<file path="config.mk">
export PLATFORM = sky130hd
export DESIGN_NAME = io_input_port
export DESIGN_NICKNAME = d
export VERILOG_FILES = /design/src/rtl/io_input_port_pkg.sv /design/src/rtl/debounce_cell.sv /design/src/rtl/io_input_port.sv
export SDC_FILE = /design/constraint.sdc
export NUM_CORES = 1
export LEC_CHECK = 0
export CELL_PAD_IN_SITES_DETAIL_PLACEMENT = 2
export CELL_PAD_IN_SITES_GLOBAL_PLACEMENT = 2
export CORE_UTILIZATION = 34
export DETAILED_ROUTE_END_ITERATION = 8
export GPL_TIMING_DRIVEN = 1
export PLACE_DENSITY_LB_ADDON = 0.08
export REMOVE_ABC_BUFFERS = 1
export SYNTH_ARGS = -nofsm -noshare
export SYNTH_HDL_FRONTEND = slang
export SYNTH_SLANG_ARGS = --single-unit
</file>
<file path="constraint.sdc">
create_clock -name clk -period 2.1 [get_ports clk]
set_input_delay 0.42 -clock clk [delete_from_list [all_inputs] [get_ports clk]]
set_output_delay 0.42 -clock clk [all_outputs]
set_load 0.05 [all_outputs]
</file>
<file path="src/rtl/io_input_port_pkg.sv">
// Address map and bit layout of the board input words.
// Constants only; no latency and no backpressure.
package io_input_port_pkg;

  localparam logic [5:0] IoAddrBtnA   = 6'h20;
  localparam logic [5:0] IoAddrBtnB   = 6'h24;
  localparam logic [5:0] IoAddrCalc   = 6'h28;
  localparam logic [5:0] IoAddrSwitch = 6'h2c;

  localparam int IoEvtBit = 1;
  localparam int IoLvlBit = 0;

  function automatic logic [31:0] btn_word(input logic lvl, input logic evt);
    logic [31:0] w;
    w           = '0;
    w[IoEvtBit] = evt;
    w[IoLvlBit] = lvl;
    return w;
  endfunction

endpackage

</file>
<file path="src/rtl/debounce_cell.sv">
// One-bit debouncer: accepts a new level after STABLE_CNT differing sample ticks.
// stable is registered; rise pulses one clk, in the first cycle stable reads 1. No backpressure.
module debounce_cell #(
  parameter int STABLE_CNT = 4
) (
  input  logic clk,
  input  logic rst,
  input  logic tick,
  input  logic sync_in,
  output logic stable,
  output logic rise
);

  localparam int CW = $clog2(STABLE_CNT);

  logic [CW-1:0] cnt;
  logic          stable_d;

  always_ff @(posedge clk or negedge rst) begin
    if (!rst) begin
      cnt      <= '0;
      stable   <= 1'b0;
      stable_d <= 1'b0;
    end else begin
      stable_d <= stable;
      if (tick) begin
        if (sync_in == stable) begin
          cnt <= '0;
        end else if (cnt == CW'(STABLE_CNT - 1)) begin
          stable <= sync_in;
          cnt    <= '0;
        end else begin
          cnt <= cnt + 1'b1;
        end
      end
    end
  end

  assign rise = stable & ~stable_d;

endmodule

</file>
<file path="src/rtl/io_input_port.sv">
// Memory-mapped board inputs: sync, debounce, sticky press events, read-only bus words.
// 2 clk sync + up to STABLE_CNT*SAMPLE_DIV debounce; data_o is combinational, never stalls.
module io_input_port
  import io_input_port_pkg::*;
#(
  parameter int SAMPLE_DIV = 1000,
  parameter int STABLE_CNT = 4,
  parameter int SW_W       = 16
) (
  input  logic            clk,
  input  logic            rst,
  input  logic            ce,
  input  logic            we,
  input  logic [31:0]     addr,
  input  logic            btn_a,
  input  logic            btn_b,
  input  logic            btn_calc,
  input  logic [SW_W-1:0] switch,
  output logic [31:0]     data_o,
  output logic [2:0]      lvl_o,
  output logic [SW_W-1:0] sw_o
);

  localparam int NB = 3 + SW_W;

  logic [NB-1:0] raw, sync1, sync2, stable, rise;
  logic [15:0]   pre;
  logic          tick;
  logic [2:0]    evt, clr;
  logic [3:0]    word;
  logic          rd;
  logic          unused_bits;

  assign raw = {switch, btn_calc, btn_b, btn_a};

  always_ff @(posedge clk or negedge rst) begin
    if (!rst) begin
      sync1 <= '0;
      sync2 <= '0;
    end else begin
      sync1 <= raw;
      sync2 <= sync1;
    end
  end

  assign tick = (pre == 16'(SAMPLE_DIV - 1));

  always_ff @(posedge clk or negedge rst) begin
    if (!rst)      pre <= '0;
    else if (tick) pre <= '0;
    else           pre <= pre + 16'd1;
  end

  for (genvar i = 0; i < NB; i++) begin : g_db
    debounce_cell #(.STABLE_CNT(STABLE_CNT)) u_db (
      .clk    (clk),
      .rst    (rst),
      .tick   (tick),
      .sync_in(sync2[i]),
      .stable (stable[i]),
      .rise   (rise[i])
    );
  end

  assign word = addr[5:2];
  assign rd   = ce & ~we;

  assign clr[0] = rd && (word == IoAddrBtnA[5:2]);
  assign clr[1] = rd && (word == IoAddrBtnB[5:2]);
  assign clr[2] = rd && (word == IoAddrCalc[5:2]);

  // A new press in the same clk as a clearing read must survive.
  always_ff @(posedge clk or negedge rst) begin
    if (!rst) evt <= '0;
    else      evt <= rise[2:0] | (evt & ~clr);
  end

  always_comb begin
    data_o = '0;
    if (rd) begin
      case (word)
        IoAddrBtnA[5:2]:   data_o = btn_word(stable[0], evt[0]);
        IoAddrBtnB[5:2]:   data_o = btn_word(stable[1], evt[1]);
        IoAddrCalc[5:2]:   data_o = btn_word(stable[2], evt[2]);
        IoAddrSwitch[5:2]: data_o = 32'(stable[NB-1:3]);
        default:           data_o = '0;
      endcase
    end
  end

  assign lvl_o = stable[2:0];
  assign sw_o  = stable[NB-1:3];

  assign unused_bits = ^{addr[31:6], addr[1:0], rise[NB-1:3]};

endmodule

</file>
==> impl.org, run 1 <==
** Global routing
- For this run, the total global-route usage over all layers was measured as 16.28%.
- Global-route wire length before repair :: 19290 um
- Global-route congestion overflow total :: 0
- Antenna violations before repair :: 0
- The number of global-route vias before repair is 3784.
- Maximum number of pins on one net before global-route repair :: 51

** CTS
- The clock net in this run drives a total of 117 sinks.
- After clock tree synthesis, the clock-pin slew on the worst setup and hold paths is 0.05 ns.
- Clock tree synthesis selected as its root buffer the cell clkbuf_16.
- In this run the number of H-tree levels came out at 4.
- Number of buffers on the longest clock path :: 2
- For the worst-skew pair, the clock arrives at the later sink with an insertion delay of 0.42 ns.
- TritonCTS built the clock tree.
- Clock tree synthesis inserted a total of 17 buffers.

** Pwr
- IR analysis of the VDD net gives a maximum drop of 0.0005221 V.
- Total power per unit cell area :: 867.9 nW/um2
- Total chip power :: 5.834 mW
- Leakage component of the power :: 3.360 nW

** Route
- First-pass iteration count of the detailed router :: 4
- In the final routed layout, each cell accounts on average for 16.11 um.
- Highest routed layer :: met4
- After detailed routing, the wire length on met1 is 4524 um.
- Post-Route WL :: 10960 um
- Antenna viol nets, final :: 0
- After the first detailed-routing iteration, the DRC count stood at 130.
- Number of vias in the routed layout :: 3276
- After detailed routing, the number of remaining DRC violations is 0.
- Routed wl met2 :: 5858 um
- Met3 WL :: 430 um
- Via count normalized by instance count :: 4.818

** Synth
- Compound-cell area share of the yosys netlist :: 6.825%
- By area, the combinational part of the netlist is dominated by simple AND/OR/NAND/NOR gates.
- Number of distinct standard cells referenced by the synthesized netlist :: 31
- The mapped netlist covers 5096 um2.
- For this run, the number of Yosys warnings is 0.
- Number of flip-flops and latches in the synthesized netlist :: 117
- The synthesized netlist devotes 4.910% of its cell area to adder and majority cells.
- The synthesized netlist devotes 5.671% of its cell area to XOR and XNOR gates.
- A synthesized cell averages 12.13 um2.
- Counting flops with an async set or reset pin after synthesis yields a share of 100.0%.
- Of the synthesized area, sequential elements account for 57.45%.
- Yosys mapped a number of flops with a built-in enable equal to 0.
- Flip-flop cell with the highest count after synthesis :: dfrtp_1
- Synthesized instance count :: 420
- Of the post-synthesis cell area, the part taken by muxes is 5.303%.
- Simple-gate share of the synthesized area :: 11.39%

** Worst setup path
- Data arrives at the worst endpoint at 1.61 ns.
- Endpoint type of the worst setup path :: output port
- Critical-path maximum fanout :: 6
- Critical setup path kind :: in2out
- Critical path launch point type :: input pin
- For the worst setup path, the data required time is 1.68 ns.

** Timing
- Measured against its own limit, the worst slew margin works out to 66.03%.
- The final critical path takes up 96.88% of the cycle.
- At the pin with the least slew margin, the transition time is 0.5087 ns.
- For this run, the top clock speed supported by timing is 0.4915 GHz.
- Minimum period implied by the final worst setup slack :: 2.034 ns
- RSZ-0062 raised after global routing :: true
- Setup violations, final :: 0
- Accumulated negative setup slack :: 0 ns
- Worst-case clock skew :: 0.01044 ns
- Max Transition Viols Final :: 0
- The total count of hold-check failures in the final report came to 0.

** Die
- Core footprint :: 14590 um2
- The floorplan step set the die width to 124.4 um.
- Starting Density :: 34.93%
- The floorplan has 44 rows.
- From bottom edge to top edge, the die measures 124.4 um.
- 106 I/O pins were placed.
- Die footprint :: 15480 um2

** Place
- DP HPWL :: 7432 um
- Dpl cell area :: 5901 um2
- Routability-driven placement finished with a final weighted congestion of 0.7150.
- Buffers added on ports :: 61
- Placed cells :: 643

** Finish
- Layout cell share with drive strength beyond 1 :: 22.98%
- 0 antenna diodes ended up in the layout.
- Layout area overhead :: 31.89%
- At the end of the flow, the number of nets in the layout was 559.
- Final cell count without fillers :: 680
- The layout has 1445 filler cells.
- Design Area, Final :: 6721 um2

** Hold path
- The tightest min-delay check is of the reg2reg type.

** Job
- Count of max-cap constraint violations :: 0

** Status
- The run finished with clean final reports.
cell families (layout without fill, tap and decap cells):
family | Yosys count | after routing
XOR/XNOR | 33 | 33
multiplexers | 19 | 19
buffers and inverters | 71 | 132
AO/OA/AOI/OAI | 48 | 48
other | 1 | 16
adder cells (fa/ha/maj) | 20 | 20
AND/OR/NAND/NOR | 111 | 111
flip-flops | 117 | 117
final timing paths:
path / startpoint / end / depth (start not counted) / slack [ns]
hold reg to reg: sync1[1] / sync2[1] / 0 / 0.34
hold / removal: sync1[1] / sync2[1] / 0 / 0.34
setup / recovery: addr[4] / data_o[14] / 8 / 0.07
max in group asynchronous: rst / sync2[0] / 3 / 1.01
min in group asynchronous: rst / sync1[3] / 2 / 0.48
setup reg to reg: pre[0] / g_db[0].u_db.cnt[0] / 6 / 0.16
cell type report:
class | count | area (um2) | area share [%]
flip-flops and latches | 117 | 2930 | 43.60
multi-input cells | 247 | 1872 | 27.85
repair buffers | 78 | 925.9 | 13.78
clock buffers | 24 | 511.7 | 7.614
well taps | 184 | 230.2 | 3.425
clock inverters | 7 | 165.2 | 2.457
inverters | 23 | 86.33 | 1.284
report_power, final:
part / total [mW] / internal (mW) / switching [mW]
sequential: 2.33 / 2.31 / 0.0248
combinational: 0.227 / 0.0819 / 0.146
clock: 3.27 / 2.29 / 0.987
total: 5.83 / 4.68 / 1.16
flip-flops by register name, indices dropped and copies added (netlist names):
signal	count
g_db.u_db.stable_d	3
g_db.u_db.cnt	38
sync1	19
pre	16
evt	3
sync2	19
g_db.u_db.stable	19
worst max-delay path, cell delays in order:
cell and delay, ns:
buf_8 0.10, nor4bb_4 0.27, buf_4 0.18, nand2_4 0.06, nor2_4 0.12, buf_6 0.16
and2_4 0.17, buf_12 0.13
synth_stat cells (4+ instances only):
cell,instances,area (um2)
dfrtp_1,117,2928
nand2_1,42,157.7
buf_4,37,277.8
xnor2_1,26,227.7
inv_1,23,86.33
o31ai_1,21,157.7
ha_1,20,250.2
a21o_1,19,142.6
nor4_1,19,118.9
and2_1,17,106.4
nor2_1,11,41.29
mux2_4,9,135.1
mux2_2,8,90.09
xor2_1,7,61.31
nand3_1,6,30.03
buf_2,5,25.02
and3_1,4,25.02
clkbuf_1,4,15.01
nand4_1,4,25.02
o21ai_0,4,20.02
per-stage QoR:
stage	hold slack [ns]	util, %	worst slack [ns]
finish	0.3443	46.07	0.06560
global route	0.3573	46.07	-0.01187
CTS	0.3480	45.81	0.002301
detailed placement	0.3370	40.45	-0.5514
global placement	0.3323	40.45	-0.4404
floorplan	0.1244	-	-1.179
routing by layer:
metal  track usage [%]  vias to the layer above
met4             6.378                        0
met5                 0                        -
met3             5.885                       12
met2             28.05                       73
met1             18.22                     1685
li1                  -                     1506
layout by cell type, fill, tap and decap left out, types with 2 or more instances in the layout:
cell and n:
xor2_1 7, mux2_2 8, nand2_1 41, inv_1 23, clkinvlp_4 2, and3_1 4
buf_12 17, clkdlybuf4s50_1 22, and4_1 2, nor4_1 18, dfrtp_2 2, and2_4 15
clkbuf_16 17, and2_1 2, nor2_1 10, dlymetal6s2s_1 5, o31ai_1 21, a21o_1 19
dfrtp_1 115, clkbuf_8 6, mux4_2 2, buf_6 8, dlygate4sd2_1 10, buf_4 12
o21ai_0 4, a31o_2 2, mux2_4 9, a21oi_1 2, ha_1 20, nand4_1 4
nor3_1 2, nand3_1 6, conb_1 16, xnor2_1 26, bufinv_16 5
timing repair:
action / CTS / global route
hold endpoints to repair: 24 / 0
resized for setup: 53 / 16
endpoints found under the setup margin: 27 / 23
buffers inserted: 5 / 0
hold buffers: 1 / 0
pin swaps: 2 / 2
(Power assumes the default switching activity.)
==> run 2: changes to the inputs <==
- CAP_MARGIN: not set -> 25
- PLACE_DENSITY_LB_ADDON: 0.08 -> 0.1
==> run 2 against run 1 <==
Effect of this change: design area decreased by 1.4%; combinational power about the same; sequential share of layout area increased by 0.66 points; worst setup slack got worse by 0.025 ns; utilization decreased by 0.64 points; cell count increased by 0.29%; die area unchanged; sequential cell count unchanged; clock-buffer cell count decreased by 2; critical path depth decreased by 1; clock skew decreased by 0.0033 ns; critical path type unchanged; critical endpoint is now data_o[9]; largest cell class unchanged; highest routed layer unchanged.
==> impl.org, run 2 (synthesis results as in run 1) <==
** Status
- Run status :: finished clean

** Finish
- Compared with the post-synthesis result, the final layout area differs by 30.05%.
- The antenna cell count was 0 (unchanged).
- Largest register by flop count :: g_db.u_db.cnt
- The layout net count was 560 (+0.18%).
- The total area of sequential cells came to 2933 um2 (about the same).
- The share of cells above drive strength 1 was 23.09% (+0.11 points).
- The area of combinational cells with multiple inputs came to 1867 um2 (-0.27%).
- Number of filler instances in the final layout :: 1463 (+1.2%)
- Max FFs per register :: 38 (unchanged)
- In the layout the commonest cells are dfrtp_1 (113), nand2_1 (41), xnor2_1 (26), clkdlybuf4s50_1 (23), inv_1 (22).
- Final Core Density :: 45.43% (-0.64 points)
- Most frequent standard cell in the layout excluding fill and tap cells :: dfrtp_1

** Place
- The port buffer count is 61 (unchanged).
- The routability congestion estimate from global placement is 0.7446 (+4.1%).
- The HPWL after detailed placement came to 7209 um (-3.0%).

** Pwr
- The clock group share of total power is 52.2% (-3.9 points).
- Switching power of the nets :: 1.170 mW (+1.1%)
- Proportion of power drawn by flip-flops and latches :: 43.6% (+3.6 points)
- Internal portion of total power :: 4.179 mW (-11%)
- The combinational group share of total power came to 4.2% (+0.3 points).
- The power per standard cell area came to 807.0 nW/um2 (-7.0%).
- Maximum VDD drop :: 0.0005874 V (+13%)
- Sw Ratio :: 21.87% (+2.0 points)
- The leakage dissipation was 3.357 nW (-0.11%).

** Global routing
- The total overflow reported by the global router came to 0 (unchanged).
- Global-route total usage across every layer :: 15.82% (-0.46 points)
- Maximum number of pins on one net before global-route repair :: 44 (-14%)
- The global-route wire length before repair was 19030 um (-1.4%).
- The number of global-route vias before repair came to 3823 (+1.0%).
- Antenna violations before repair :: 0 (unchanged)

** CTS
- Number of H-tree branching levels :: 4 (unchanged)
- The number of sinks driven by the clock tree came to 117 (unchanged).
- The later-pin clock latency in the skew report is 0.41 ns (about the same).
- The clock-pin transition on the worst setup and hold timing paths was 0.05 ns (about the same).
- The TritonCTS buffer count came to 17 (unchanged).
- TritonCTS built the clock tree.
- The worst-case clock buffer depth came to 2 (unchanged).
- The tree is rooted in a clkbuf_16.

** Route
- Antenna viol nets, final :: 0 (unchanged)
- Detail-routed net length per standard cell :: 16.02 um (-0.58%)
- First-pass iteration count of the detailed router :: 4 (unchanged)
- Number of design rule violations left after detail routing :: 0 (unchanged)
- Highest routed layer :: met4
- The total number of vias came to 3266 (-0.31%).
- The starting DRC count in detailed routing is 98 (-25%).
- The via density per instance is 4.789 (-0.60%).
- Met3 WL :: 412 um (-4.2%)
- Routed wl met2 :: 5744 um (-1.9%)
- Post-Route WL :: 10930 um (-0.28%)
- The met1 wire length is 4606 um (+1.8%).

** Die
- Die width :: 124.4 um (unchanged)
- Die footprint :: 15480 um2 (unchanged)
- The core area is 14590 um2 (unchanged).
- The number of core rows was 44 (unchanged).
- The number of I/O pins is 106 (unchanged).
- Floorplan die height :: 124.4 um (unchanged)
- Starting Density :: 34.93% (unchanged)

** Worst setup path
- Critical setup path kind :: in2out
- STA classifies the critical path endpoint as an output port.
- Data arrival at the endpoint of the critical path :: 1.64 ns (+0.03 ns)
- STA classifies the critical path startpoint as an input pin.
- The maximum fanout along the worst path was 6 (unchanged).
- The required time at the worst-slack endpoint was 1.68 ns (about the same).
- The worst register-to-register path begins at pre[0].
- The critical path starts at we.

** Timing
- The achievable clock frequency was 0.4855 GHz (-1.2%).
- The final number of max-transition violations is 0 (unchanged).
- RSZ-0062 raised after global routing :: true
- The total count of hold-check failures in the final report was 0 (unchanged).
- Headroom to the max-slew limit :: 66.06% (about the same)
- Worst-case clock skew :: 0.007144 ns (-0.003298 ns)
- The share of the clock period used by the worst path came to 98.08% (+1.2 points).
- Minimum period implied by the final worst setup slack :: 2.060 ns (+0.02534 ns)
- Actual transition at the worst max-transition pin :: 0.5075 ns (-0.001255 ns)
- Accumulated negative setup slack :: 0 ns (unchanged)
- Setup violations, final :: 0 (unchanged)

** Job
- Count of max-cap constraint violations :: 0 (unchanged)

** Hold path
- Origin of the worst min-delay path :: sync1[5]
- Tightest Hold Check Type :: reg2reg
run 2: cell count changes in the layout (fill, tap and decap cells not counted), sizes merged:
| cell | before | now |
|---|---|---|
| clkbuf | 25 | 23 |
| dlygate4sd2 | 10 | 7 |
| clkinv | 0 | 6 |
| bufinv | 5 | 2 |
| dlymetal6s2s | 5 | 9 |
| clkdlybuf4s50 | 22 | 23 |
| buf | 39 | 38 |
run 2: cell type report:
class / instances / share of cell area, %
clock buffer: 22 / 7.004
clock inverter: 10 / 1.586
inverter: 23 / 1.303
multi-input combinational: 247 / 28.17
sequential: 117 / 44.25
tap: 184 / 3.474
timing repair buffer: 79 / 14.22
run 2: per-stage QoR:
stage          power (mW)  area (um2)  hold slack [ns]  instances  setup slack [ns]
2_1_floorplan       2.467        4812           0.1244        387            -1.179
3_3_place_gp        2.589        5906           0.3323        643           -0.5044
3_5_place_dp        2.596        5906           0.3356        643           -0.5736
4_1_cts             5.451        6585           0.3478        681          -0.02041
6_report            5.348        6628           0.3442        682           0.04025
5_1_grt             5.558        6628           0.3545        682          -0.03769
run 2: worst max-delay path, cell delays in order:
cell and delay (ns):
buf_6 0.10, nor4bb_4 0.34, nand2_2 0.12, nor2_4 0.19, buf_6 0.17, and2_4 0.17
buf_12 0.13
run 2: layer usage:
metal	up-vias	GRT usage, %
li1	1513	-
met1	1677	18.37
met2	64	26.97
met3	12	4.811
met4	0	6.591
met5	-	0
run 2: power by group through the flow:
stage | combinational (mW) | sequential, mW | clock [mW]
after CTS | 0.233 | 2.33 | 2.89
after detailed placement | 0.224 | 2.37 | 0
after global routing | 0.246 | 2.34 | 2.97
after global placement | 0.220 | 2.37 | 0
after floorplan | 0.104 | 2.36 | 0
final | 0.226 | 2.33 | 2.79
run 2: path summary, 6_finish.rpt:
path	to	slack (ns)	depth (start not counted)
min in group asynchronous	sync2[3]	0.52	2
hold / removal	sync2[5]	0.34	0
setup reg to reg	g_db[3].u_db.stable	0.18	6
max in group asynchronous	sync1[8]	0.96	3
hold reg to reg	sync2[5]	0.34	0
setup / recovery	data_o[9]	0.04	7
run 2: what timing repair did:
action                                  in CTS  in global routing
cloned                                       1                  0
pin swaps                                    3                  2
gates resized for setup                     56                 15
setup buffers                                4                  1
endpoints found under the hold margin       34                  0
endpoints found under the setup margin      24                 30
hold buffers                                 1                  0
